<file path="src/rtl/alu_pkg.sv">
// Shared definitions for the nibble-serial ALU sequencer.
// Opcodes, ALU control encodings and FSM states.
package alu_pkg;

  localparam logic [2:0] OP_ADD = 3'b000;
  localparam logic [2:0] OP_SUB = 3'b001;
  localparam logic [2:0] OP_AND = 3'b010;
  localparam logic [2:0] OP_OR  = 3'b011;
  localparam logic [2:0] OP_XOR = 3'b100;
  localparam logic [2:0] OP_INC = 3'b101;

  localparam logic [1:0] ALUOP_ADD  = 2'b10;
  localparam logic [1:0] ALUOP_INC  = 2'b11;
  localparam logic [1:0] ALUOP_PASS = 2'b00;

  localparam logic [1:0] LOG_AND = 2'b00;
  localparam logic [1:0] LOG_OR  = 2'b01;
  localparam logic [1:0] LOG_XOR = 2'b10;

  typedef enum logic [1:0] {
    S_IDLE,
    S_COMPL,
    S_EXEC,
    S_DONE
  } state_t;

  function automatic int idx_w(input int n);
    return (n > 1) ? $clog2(n) : 1;
  endfunction

endpackage

</file>
<file path="src/rtl/alu_seq_acc.sv">
// Nibble-indexed operand/result register file plus the chained carry.
// B is rewritten in place during the complement phase of SUB.
module alu_seq_acc
  import alu_pkg::*;
#(
  parameter int NIBBLES = 2,
  localparam int W = 4 * NIBBLES,
  localparam int KW = idx_w(NIBBLES)
) (
  input  logic          clk,
  input  logic          rst_n,
  input  logic          load,
  input  logic [W-1:0]  a_in,
  input  logic [W-1:0]  b_in,
  input  logic [KW-1:0] k,
  input  logic          b_we,
  input  logic          r_we,
  input  logic [3:0]    wdata,
  input  logic          c_in,
  output logic [3:0]    a_nib,
  output logic [3:0]    b_nib,
  output logic          carry,
  output logic [W-1:0]  result
);

  logic [NIBBLES-1:0][3:0] a_q;
  logic [NIBBLES-1:0][3:0] b_q;
  logic [NIBBLES-1:0][3:0] r_q;

  always_ff @(posedge clk) begin
    if (!rst_n) begin
      a_q   <= '0;
      b_q   <= '0;
      r_q   <= '0;
      carry <= 1'b0;
    end else if (load) begin
      a_q   <= a_in;
      b_q   <= b_in;
      r_q   <= '0;
      carry <= 1'b0;
    end else begin
      if (b_we) b_q[k] <= wdata;
      if (r_we) begin
        r_q[k] <= wdata;
        carry  <= c_in;
      end
    end
  end

  assign a_nib  = a_q[k];
  assign b_nib  = b_q[k];
  assign result = r_q;

endmodule

</file>
<file path="src/rtl/alu_seq.sv">
// Sequencer driving a shared 4-bit ALU over wide operands,
// one nibble per cycle, with request/response handshakes.
module alu_seq
  import alu_pkg::*;
#(
  parameter int NIBBLES = 2,
  localparam int W = 4 * NIBBLES
) (
  input  logic         clk,
  input  logic         rst_n,
  input  logic         req_valid,
  output logic         req_ready,
  input  logic [2:0]   req_op,
  input  logic [W-1:0] req_a,
  input  logic [W-1:0] req_b,
  output logic         rsp_valid,
  input  logic         rsp_ready,
  output logic [W-1:0] rsp_result,
  output logic         rsp_carry,
  output logic         rsp_zero,
  output logic         rsp_sign,
  output logic         rsp_err,
  output logic [3:0]   alu_a,
  output logic [3:0]   alu_b,
  output logic         alu_cin,
  output logic [1:0]   alu_op,
  output logic         alu_l,
  input  logic [3:0]   alu_r,
  input  logic         alu_cout
);

  localparam int KW = idx_w(NIBBLES);
  localparam logic [KW-1:0] K_LAST = KW'(NIBBLES - 1);

  state_t        state;
  logic [2:0]    op;
  logic [KW-1:0] k;
  logic          err;
  logic [3:0]    a_nib;
  logic [3:0]    b_nib;
  logic          carry;
  logic [W-1:0]  result;
  logic          accept;
  logic          logic_op;
  logic          first;

  assign req_ready = (state == S_IDLE);
  assign accept    = req_ready & req_valid;
  assign first     = (k == '0);
  assign logic_op  = (op == OP_AND) | (op == OP_OR)
                   | (op == OP_XOR);

  alu_seq_acc #(.NIBBLES(NIBBLES)) u_acc (
    .clk    (clk),
    .rst_n  (rst_n),
    .load   (accept),
    .a_in   (req_a),
    .b_in   (req_b),
    .k      (k),
    .b_we   (state == S_COMPL),
    .r_we   (state == S_EXEC),
    .wdata  (alu_r),
    .c_in   (logic_op ? 1'b0 : alu_cout),
    .a_nib  (a_nib),
    .b_nib  (b_nib),
    .carry  (carry),
    .result (result)
  );

  always_comb begin
    alu_a   = '0;
    alu_b   = '0;
    alu_cin = 1'b0;
    alu_op  = 2'b00;
    alu_l   = 1'b0;
    unique case (1'b1)
      state == S_COMPL: begin
        alu_l  = 1'b1;
        alu_op = LOG_XOR;
        alu_a  = b_nib;
        alu_b  = 4'hF;
      end
      state == S_EXEC: begin
        alu_a = a_nib;
        unique case (op)
          OP_ADD: begin
            alu_op  = ALUOP_ADD;
            alu_b   = b_nib;
            alu_cin = first ? 1'b0 : carry;
          end
          OP_SUB: begin
            alu_op  = ALUOP_ADD;
            alu_b   = b_nib;
            alu_cin = first ? 1'b1 : carry;
          end
          OP_INC: begin
            alu_op  = first ? ALUOP_INC : ALUOP_PASS;
            alu_cin = first ? 1'b0 : carry;
          end
          OP_AND: begin
            alu_l  = 1'b1;
            alu_op = LOG_AND;
            alu_b  = b_nib;
          end
          OP_OR: begin
            alu_l  = 1'b1;
            alu_op = LOG_OR;
            alu_b  = b_nib;
          end
          OP_XOR: begin
            alu_l  = 1'b1;
            alu_op = LOG_XOR;
            alu_b  = b_nib;
          end
          default: ;
        endcase
      end
      default: ;
    endcase
  end

  always_ff @(posedge clk) begin
    if (!rst_n) begin
      state      <= S_IDLE;
      op         <= OP_ADD;
      k          <= '0;
      err        <= 1'b0;
      rsp_valid  <= 1'b0;
      rsp_result <= '0;
      rsp_carry  <= 1'b0;
      rsp_zero   <= 1'b0;
      rsp_sign   <= 1'b0;
      rsp_err    <= 1'b0;
    end else begin
      unique case (state)
        S_IDLE: if (req_valid) begin
          op  <= req_op;
          k   <= '0;
          err <= 1'b0;
          unique case (1'b1)
            req_op == OP_SUB: state <= S_COMPL;
            req_op > OP_INC: begin
              err   <= 1'b1;
              state <= S_DONE;
            end
            default: state <= S_EXEC;
          endcase
        end
        S_COMPL: begin
          if (k == K_LAST) begin
            k     <= '0;
            state <= S_EXEC;
          end else begin
            k <= k + 1'b1;
          end
        end
        S_EXEC: begin
          if (k == K_LAST) state <= S_DONE;
          else k <= k + 1'b1;
        end
        S_DONE: begin
          // First DONE cycle latches the response; later cycles wait for the consumer.
          if (!rsp_valid) begin
            rsp_valid  <= 1'b1;
            rsp_result <= result;
            rsp_carry  <= carry;
            rsp_zero   <= ~|result;
            rsp_sign   <= result[W-1];
            rsp_err    <= err;
          end else if (rsp_ready) begin
            rsp_valid  <= 1'b0;
            rsp_result <= '0;
            rsp_carry  <= 1'b0;
            rsp_zero   <= 1'b0;
            rsp_sign   <= 1'b0;
            rsp_err    <= 1'b0;
            state      <= S_IDLE;
          end
        end
        default: state <= S_IDLE;
      endcase
    end
  end

endmodule

</file>
<file path="config.mk">
export PLATFORM = sky130hd
export DESIGN_NAME = alu_seq
export DESIGN_NICKNAME = d
export VERILOG_FILES = /design/src/rtl/alu_pkg.sv /design/src/rtl/alu_seq_acc.sv /design/src/rtl/alu_seq.sv
export SDC_FILE = /design/constraint.sdc
export NUM_CORES = 1
export LEC_CHECK = 0
export ABC_AREA = 1
export CORE_MARGIN = 2
export CORE_UTILIZATION = 41
export DETAILED_ROUTE_END_ITERATION = 12
export PLACE_DENSITY = 0.73
export SYNTH_ARGS = -nofsm -noshare
export SYNTH_HDL_FRONTEND = slang
export SYNTH_SLANG_ARGS = --single-unit
</file>
<file path="constraint.sdc">
create_clock -name clk -period 1.6 [get_ports clk]
set_input_delay 0.24 -clock clk [delete_from_list [all_inputs] [get_ports clk]]
set_output_delay 0.24 -clock clk [all_outputs]
set_load 0.1 [all_outputs]
</file>
==> results.sh, run 1 <==
export IMPL_status="finished, violations left"
export IMPL_failed_checks="setup timing"
export IMPL_wire_per_inst_um=14.53
export IMPL_register_area_um2=892.1
export IMPL_hold_ws_ns=0.4719
export IMPL_num_fill_cells=374
export IMPL_yosys_warnings=0
export IMPL_wirelength_mm=6.320
export IMPL_startpoint_type="register"
export IMPL_path_max_fanout=6
export IMPL_routabilityCongestion=0.9396
export IMPL_syn_inst=294
export IMPL_ios=54
export IMPL_insertion_delay_ns=0.32
export IMPL_netlist_area_um2=2116
export IMPL_synth_edff_count=0
export IMPL_start_util_pct=41.96
export IMPL_synth_avg_cell_area_um2=7.197
export IMPL_clk_pin_slew_worst_paths_ns=0.10
export IMPL_io_buffers=53
export IMPL_antenna_cells=0
export IMPL_p_total_mw=6.765
export IMPL_cts_root_buffer="clkbuf_8"
export IMPL_max_freq_mhz=517.4
export IMPL_synth_nets=327
export IMPL_critical_path_required_ns=1.36
export IMPL_relSlewSlack_pct=67.92
export IMPL_die_w_um=75.84
export IMPL_setup_worst_path_end_class="output port"
export IMPL_rsz0062_at_grt="true"
export IMPL_floorplan_rows=26
export IMPL_yosys_area_top_type_share_pct=41.63
export IMPL_ctsLongestPathBuffers=2
export IMPL_pre_cts_ws_ns=-0.001112
export IMPL_core_um2=5042
export IMPL_cts_made_buffers=5
export IMPL_synthTopCellsByArea="dfxtp_1 (42%), o21ai_0 (8.5%), nand2_1 (7.8%)"
export IMPL_detail_route_antenna_nets=0
export IMPL_ys_seq_area_share_pct=41.63
export IMPL_ys_top_cells_by_count="dfxtp_1 (44), nand2_1 (44), o21ai_0 (36)"
export IMPL_antenna_found_initial=0
export IMPL_tightestPinTransition_ns=0.4807
export IMPL_fin_crit_ns=1.933
export IMPL_final_max_slew_viol_count=0
export IMPL_arrival_ns=1.69
export IMPL_p_leak_nw=1.343
export IMPL_period_share_pct=120.8
export IMPL_drive_above_1_share_pct=27.67
export IMPL_yosysTopAreaCell="dfxtp_1"
export IMPL_cts_tree="yes"
export IMPL_grtUsageTotal_pct=24.32
export IMPL_dr_pass1_iters=4
export IMPL_grt_overflow=0
export IMPL_ctsHoldBuffers=0
export IMPL_nets=397
export IMPL_multi_input_area_um2=1245
export IMPL_synthArstFlopShare_pct=0
export IMPL_powerDensity_nw_per_um2=1934
export IMPL_synth_cell_types=22
export IMPL_drc=0
export IMPL_grt_pass1_vias=2160
export IMPL_grt_max_degree=18
export IMPL_grt_pass1_wl_mm=10.40
export IMPL_finalHoldViolCount=0
export IMPL_vias=2246
export IMPL_syn2layout_area_growth_pct=65.35
export IMPL_timing_final_ws_setup_ns=-0.3326
export IMPL_synth_ff_type="dfxtp_1"
export IMPL_dieArea_um2=5751
export IMPL_h_tree_depth=2
export IMPL_min_path_type="register to register"
export IMPL_vias_per_cell=5.163
export IMPL_path_class="register to output port"
export IMPL_setup_viol=12
export IMPL_cts_sinks=44
export IMPL_die_y_um=75.84
export IMPL_cap_violations=0
export IMPL_synth_seq_cells=44
export IMPL_hpwlAfterDp_mm=4.615
export IMPL_clock_skew_ns=0.01395
export IMPL_vdd_ir_drop_max_uv=1161
export IMPL_drt_iter0_drc=132
report_power, final:
group          total [mW]  internal (mW)  switching (mW)
clock               0.906          0.471           0.435
sequential           1.51           1.32           0.190
combinational        4.35           1.69            2.66
total                6.76           3.48            3.28
worst max-delay path, cell delays in order, from the launching register on:
cell,delay (ns)
dfxtp_4,0.40
inv_4,0.05
ha_4,0.33
clkinvlp_4,0.21
a21oi_4,0.19
buf_12,0.19
cell usage in the layout, fill, tap and decap left out, types with 2 or more instances in the layout:
cell / count
buf_4: 18
o21ai_1: 13
nor2_1: 22
dfxtp_4: 2
buf_12: 29
a21oi_4: 2
a211oi_1: 2
a21oi_2: 2
o21ai_0: 28
a21oi_1: 27
ha_4: 3
inv_2: 3
clkinvlp_4: 2
nand3_4: 2
nand2_1: 43
o22ai_4: 2
o21ai_4: 8
dfxtp_2: 3
o22ai_1: 4
nand2_4: 4
inv_1: 30
or2_2: 2
nand2_2: 3
clkbuf_8: 5
nand3_1: 26
inv_4: 3
dfxtp_1: 39
clkdlybuf4s50_1: 27
final timing paths:
path	startpoint	endpoint	slack, ns	cells after the start
setup / recovery	state[1]	alu_op[1]	-0.33	5
hold / removal	u_acc.a_q[1]	u_acc.a_q[1]	0.47	2
setup reg to reg	state[0]	rsp_zero	0.09	7
hold reg to reg	u_acc.a_q[1]	u_acc.a_q[1]	0.47	2
timing repair:
item,4_1_cts,5_1_grt
pin swaps,7,1
setup buffers,7,1
gates resized for setup,9,5
setup endpoints to repair,12,23
cloned,1,0
kinds of logic after synthesis:
kind of cell | Yosys count | share of synthesized area (%)
compound gates | 89 | 22.35
fa+ha+maj | 5 | 2.957
buf+inv | 51 | 11.59
flops | 44 | 41.63
simple gates | 105 | 21.47
registers in the layout, summed over array words and instances (netlist names):
signal	cells
u_acc.b_q	8
rsp_carry	1
u_acc.a_q	8
u_acc.result	8
state	2
u_acc.carry	1
op	3
rsp_zero	1
err	1
rsp_result	8
rsp_valid	1
k	1
rsp_err	1
through the flow:
step           cell area (um^2)  utilization [%]  setup TNS (ns)  instances
2_1_floorplan              2336                -          -2.721        294
3_3_place_gp               3233            64.12               0        418
3_5_place_dp               3233            64.12       -0.001112        418
4_1_cts                    3466            68.73          -3.101        434
5_1_grt                    3498            69.38          -3.997        435
6_report                   3498            69.38          -3.418        435
metal layers:
metal	track usage (%)	part of all wire (%)	up-vias
li1	-	-	1117
met1	30.89	43	1025
met2	39.37	48	89
met3	5.423	6.9	15
met4	10.92	2.7	0
met5	0	0	-
layout make-up:
type                            count  share of cell area (%)
Multi-Input combinational cell    200                   35.59
Clock inverter                      3                   1.323
Tap cell                           70                   2.504
Timing Repair Buffer               75                   28.50
Inverter                           38                   4.614
Sequential cell                    44                   25.50
Clock buffer                        5                   1.967
(Power assumes the default switching activity.)
==> inputs of run 2 (changes only) <==
- REMOVE_ABC_BUFFERS: not set -> 1
==> results.sh, run 2 (synthesis gave the netlist of run 1 again) <==
export IMPL_status="finished, violations left"
export IMPL_failed_checks="setup timing"
export IMPL_ctsHoldBuffers=0
export IMPL_cap_violations=0
export IMPL_finalHoldViolCount=0
export IMPL_vias_per_cell=5.357
export IMPL_grtUsageTotal_pct=25.10
export IMPL_ios=54
export IMPL_vdd_ir_drop_max_uv=2672
export IMPL_nets=405
export IMPL_final_max_slew_viol_count=0
export IMPL_die_y_um=75.84
export IMPL_wirelength_mm=6.897
export IMPL_grt_pass1_wl_mm=10.85
export IMPL_p_leak_nw=1.372
export IMPL_grt_pass1_vias=2348
export IMPL_start_util_pct=41.96
export IMPL_insertion_delay_ns=0.30
export IMPL_final_cell_mix="dfxtp_1 (41), nand2_1 (40), inv_1 (29)"
export IMPL_p_total_mw=6.738
export IMPL_io_buffers=53
export IMPL_powerDensity_nw_per_um2=1932
export IMPL_wl_met3_um=574
export IMPL_rsz0062_at_grt="true"
export IMPL_dieArea_um2=5751
export IMPL_setup_viol=16
export IMPL_path_class="register to output port"
export IMPL_routabilityCongestion=0.8972
export IMPL_layout_commonest_cell="dfxtp_1"
export IMPL_min_path_cells=2
export IMPL_num_fill_cells=371
export IMPL_drt_iter0_drc=137
export IMPL_pre_cts_ws_ns=-0.1601
export IMPL_critical_path_required_ns=1.36
export IMPL_hpwlAfterDp_mm=4.501
export IMPL_wire_per_inst_um=15.57
export IMPL_fin_crit_ns=1.918
export IMPL_h_tree_depth=2
export IMPL_antenna_cells=0
export IMPL_period_share_pct=119.9
export IMPL_arrival_ns=1.68
export IMPL_timing_final_ws_setup_ns=-0.3180
export IMPL_antenna_found_initial=0
export IMPL_core_um2=5042
export IMPL_top_layer="met4"
export IMPL_met1_length_mm=2.712
export IMPL_relSlewSlack_pct=64.09
export IMPL_cts_root_buffer="clkbuf_8"
export IMPL_clk_pin_slew_worst_paths_ns=0.08
export IMPL_die_w_um=75.84
export IMPL_detail_route_antenna_nets=0
export IMPL_cts_sinks=44
export IMPL_syn2layout_area_growth_pct=64.87
export IMPL_min_path_type="register to register"
export IMPL_cts_tree="yes"
export IMPL_max_freq_mhz=521.4
export IMPL_reg2reg_depth=9
export IMPL_met2_length_mm=3.407
export IMPL_startpoint_type="register"
export IMPL_cts_made_buffers=5
export IMPL_grt_max_degree=17
export IMPL_drc=0
export IMPL_floorplan_rows=26
export IMPL_dr_pass1_iters=6
export IMPL_ctsLongestPathBuffers=2
export IMPL_setup_worst_path_end_class="output port"
export IMPL_grt_overflow=0
export IMPL_drive_above_1_share_pct=31.10
export IMPL_path_max_fanout=8
export IMPL_clock_skew_ns=0.004092
export IMPL_tightestPinTransition_ns=0.5381
export IMPL_vias=2373
-- run 2: power breakdown --
group / leakage (nW) / switching, mW / internal (mW)
sequential: 0.360 / 0.188 / 1.32
combinational: 0.950 / 2.67 / 1.65
clock: 0.0614 / 0.403 / 0.511
-- run 2: final timing paths --
| path | startpoint | endpoint | slack [ns] |
|---|---|---|---|
| max reg2reg | state[1] | u_acc.b_q[4] | -0.10 |
| min reg2reg | u_acc.a_q[1] | u_acc.a_q[1] | 0.47 |
| min | u_acc.a_q[1] | u_acc.a_q[1] | 0.47 |
| max | k | alu_a[3] | -0.32 |
-- run 2: critical path, stage by stage (launching register included) --
cell and delay [ns]:
dfxtp_2 0.49, inv_8 0.06, o21ai_0 0.42, o21ai_2 0.08, buf_4 0.15, buf_12 0.16
-- run 2: per-layer routing --
metal | global-route usage (%) | up-vias
met5 | 0 | -
met4 | 9.162 | 0
met3 | 7.275 | 25
met2 | 41.95 | 119
met1 | 30.63 | 1100
li1 | - | 1129
-- run 2: area by class of cell --
| class | count | area, um^2 | area share (%) |
|---|---|---|---|
| multi-input combinational | 199 | 1196 | 34.29 |
| timing repair buffer | 84 | 1039 | 29.77 |
| sequential | 44 | 887.1 | 25.43 |
| inverter | 38 | 157.7 | 4.519 |
| tap | 70 | 87.58 | 2.511 |
| clock buffer | 6 | 82.58 | 2.367 |
| clock inverter | 2 | 38.79 | 1.112 |
-- run 2: through the flow --
stage	std cells	setup TNS (ns)	area [um^2]	utilization [%]	hold WS (ns)
global placement	433	-0.6072	3117	61.81	0.4331
finish	443	-3.466	3488	69.18	0.4735
detailed placement	433	-1.061	3117	61.81	0.4443
floorplan	281	-39.83	2021	-	0.3659
CTS	442	-2.643	3412	67.67	0.4719
global route	443	-4.180	3488	69.18	0.5004
-- run 2: what timing repair did --
| action | in CTS | in global routing |
|---|---|---|
| gates resized for setup | 43 | 26 |
| gates cloned | 0 | 0 |
| buffers inserted | 1 | 1 |
| pin swaps | 7 | 5 |
| setup endpoints to repair | 17 | 21 |
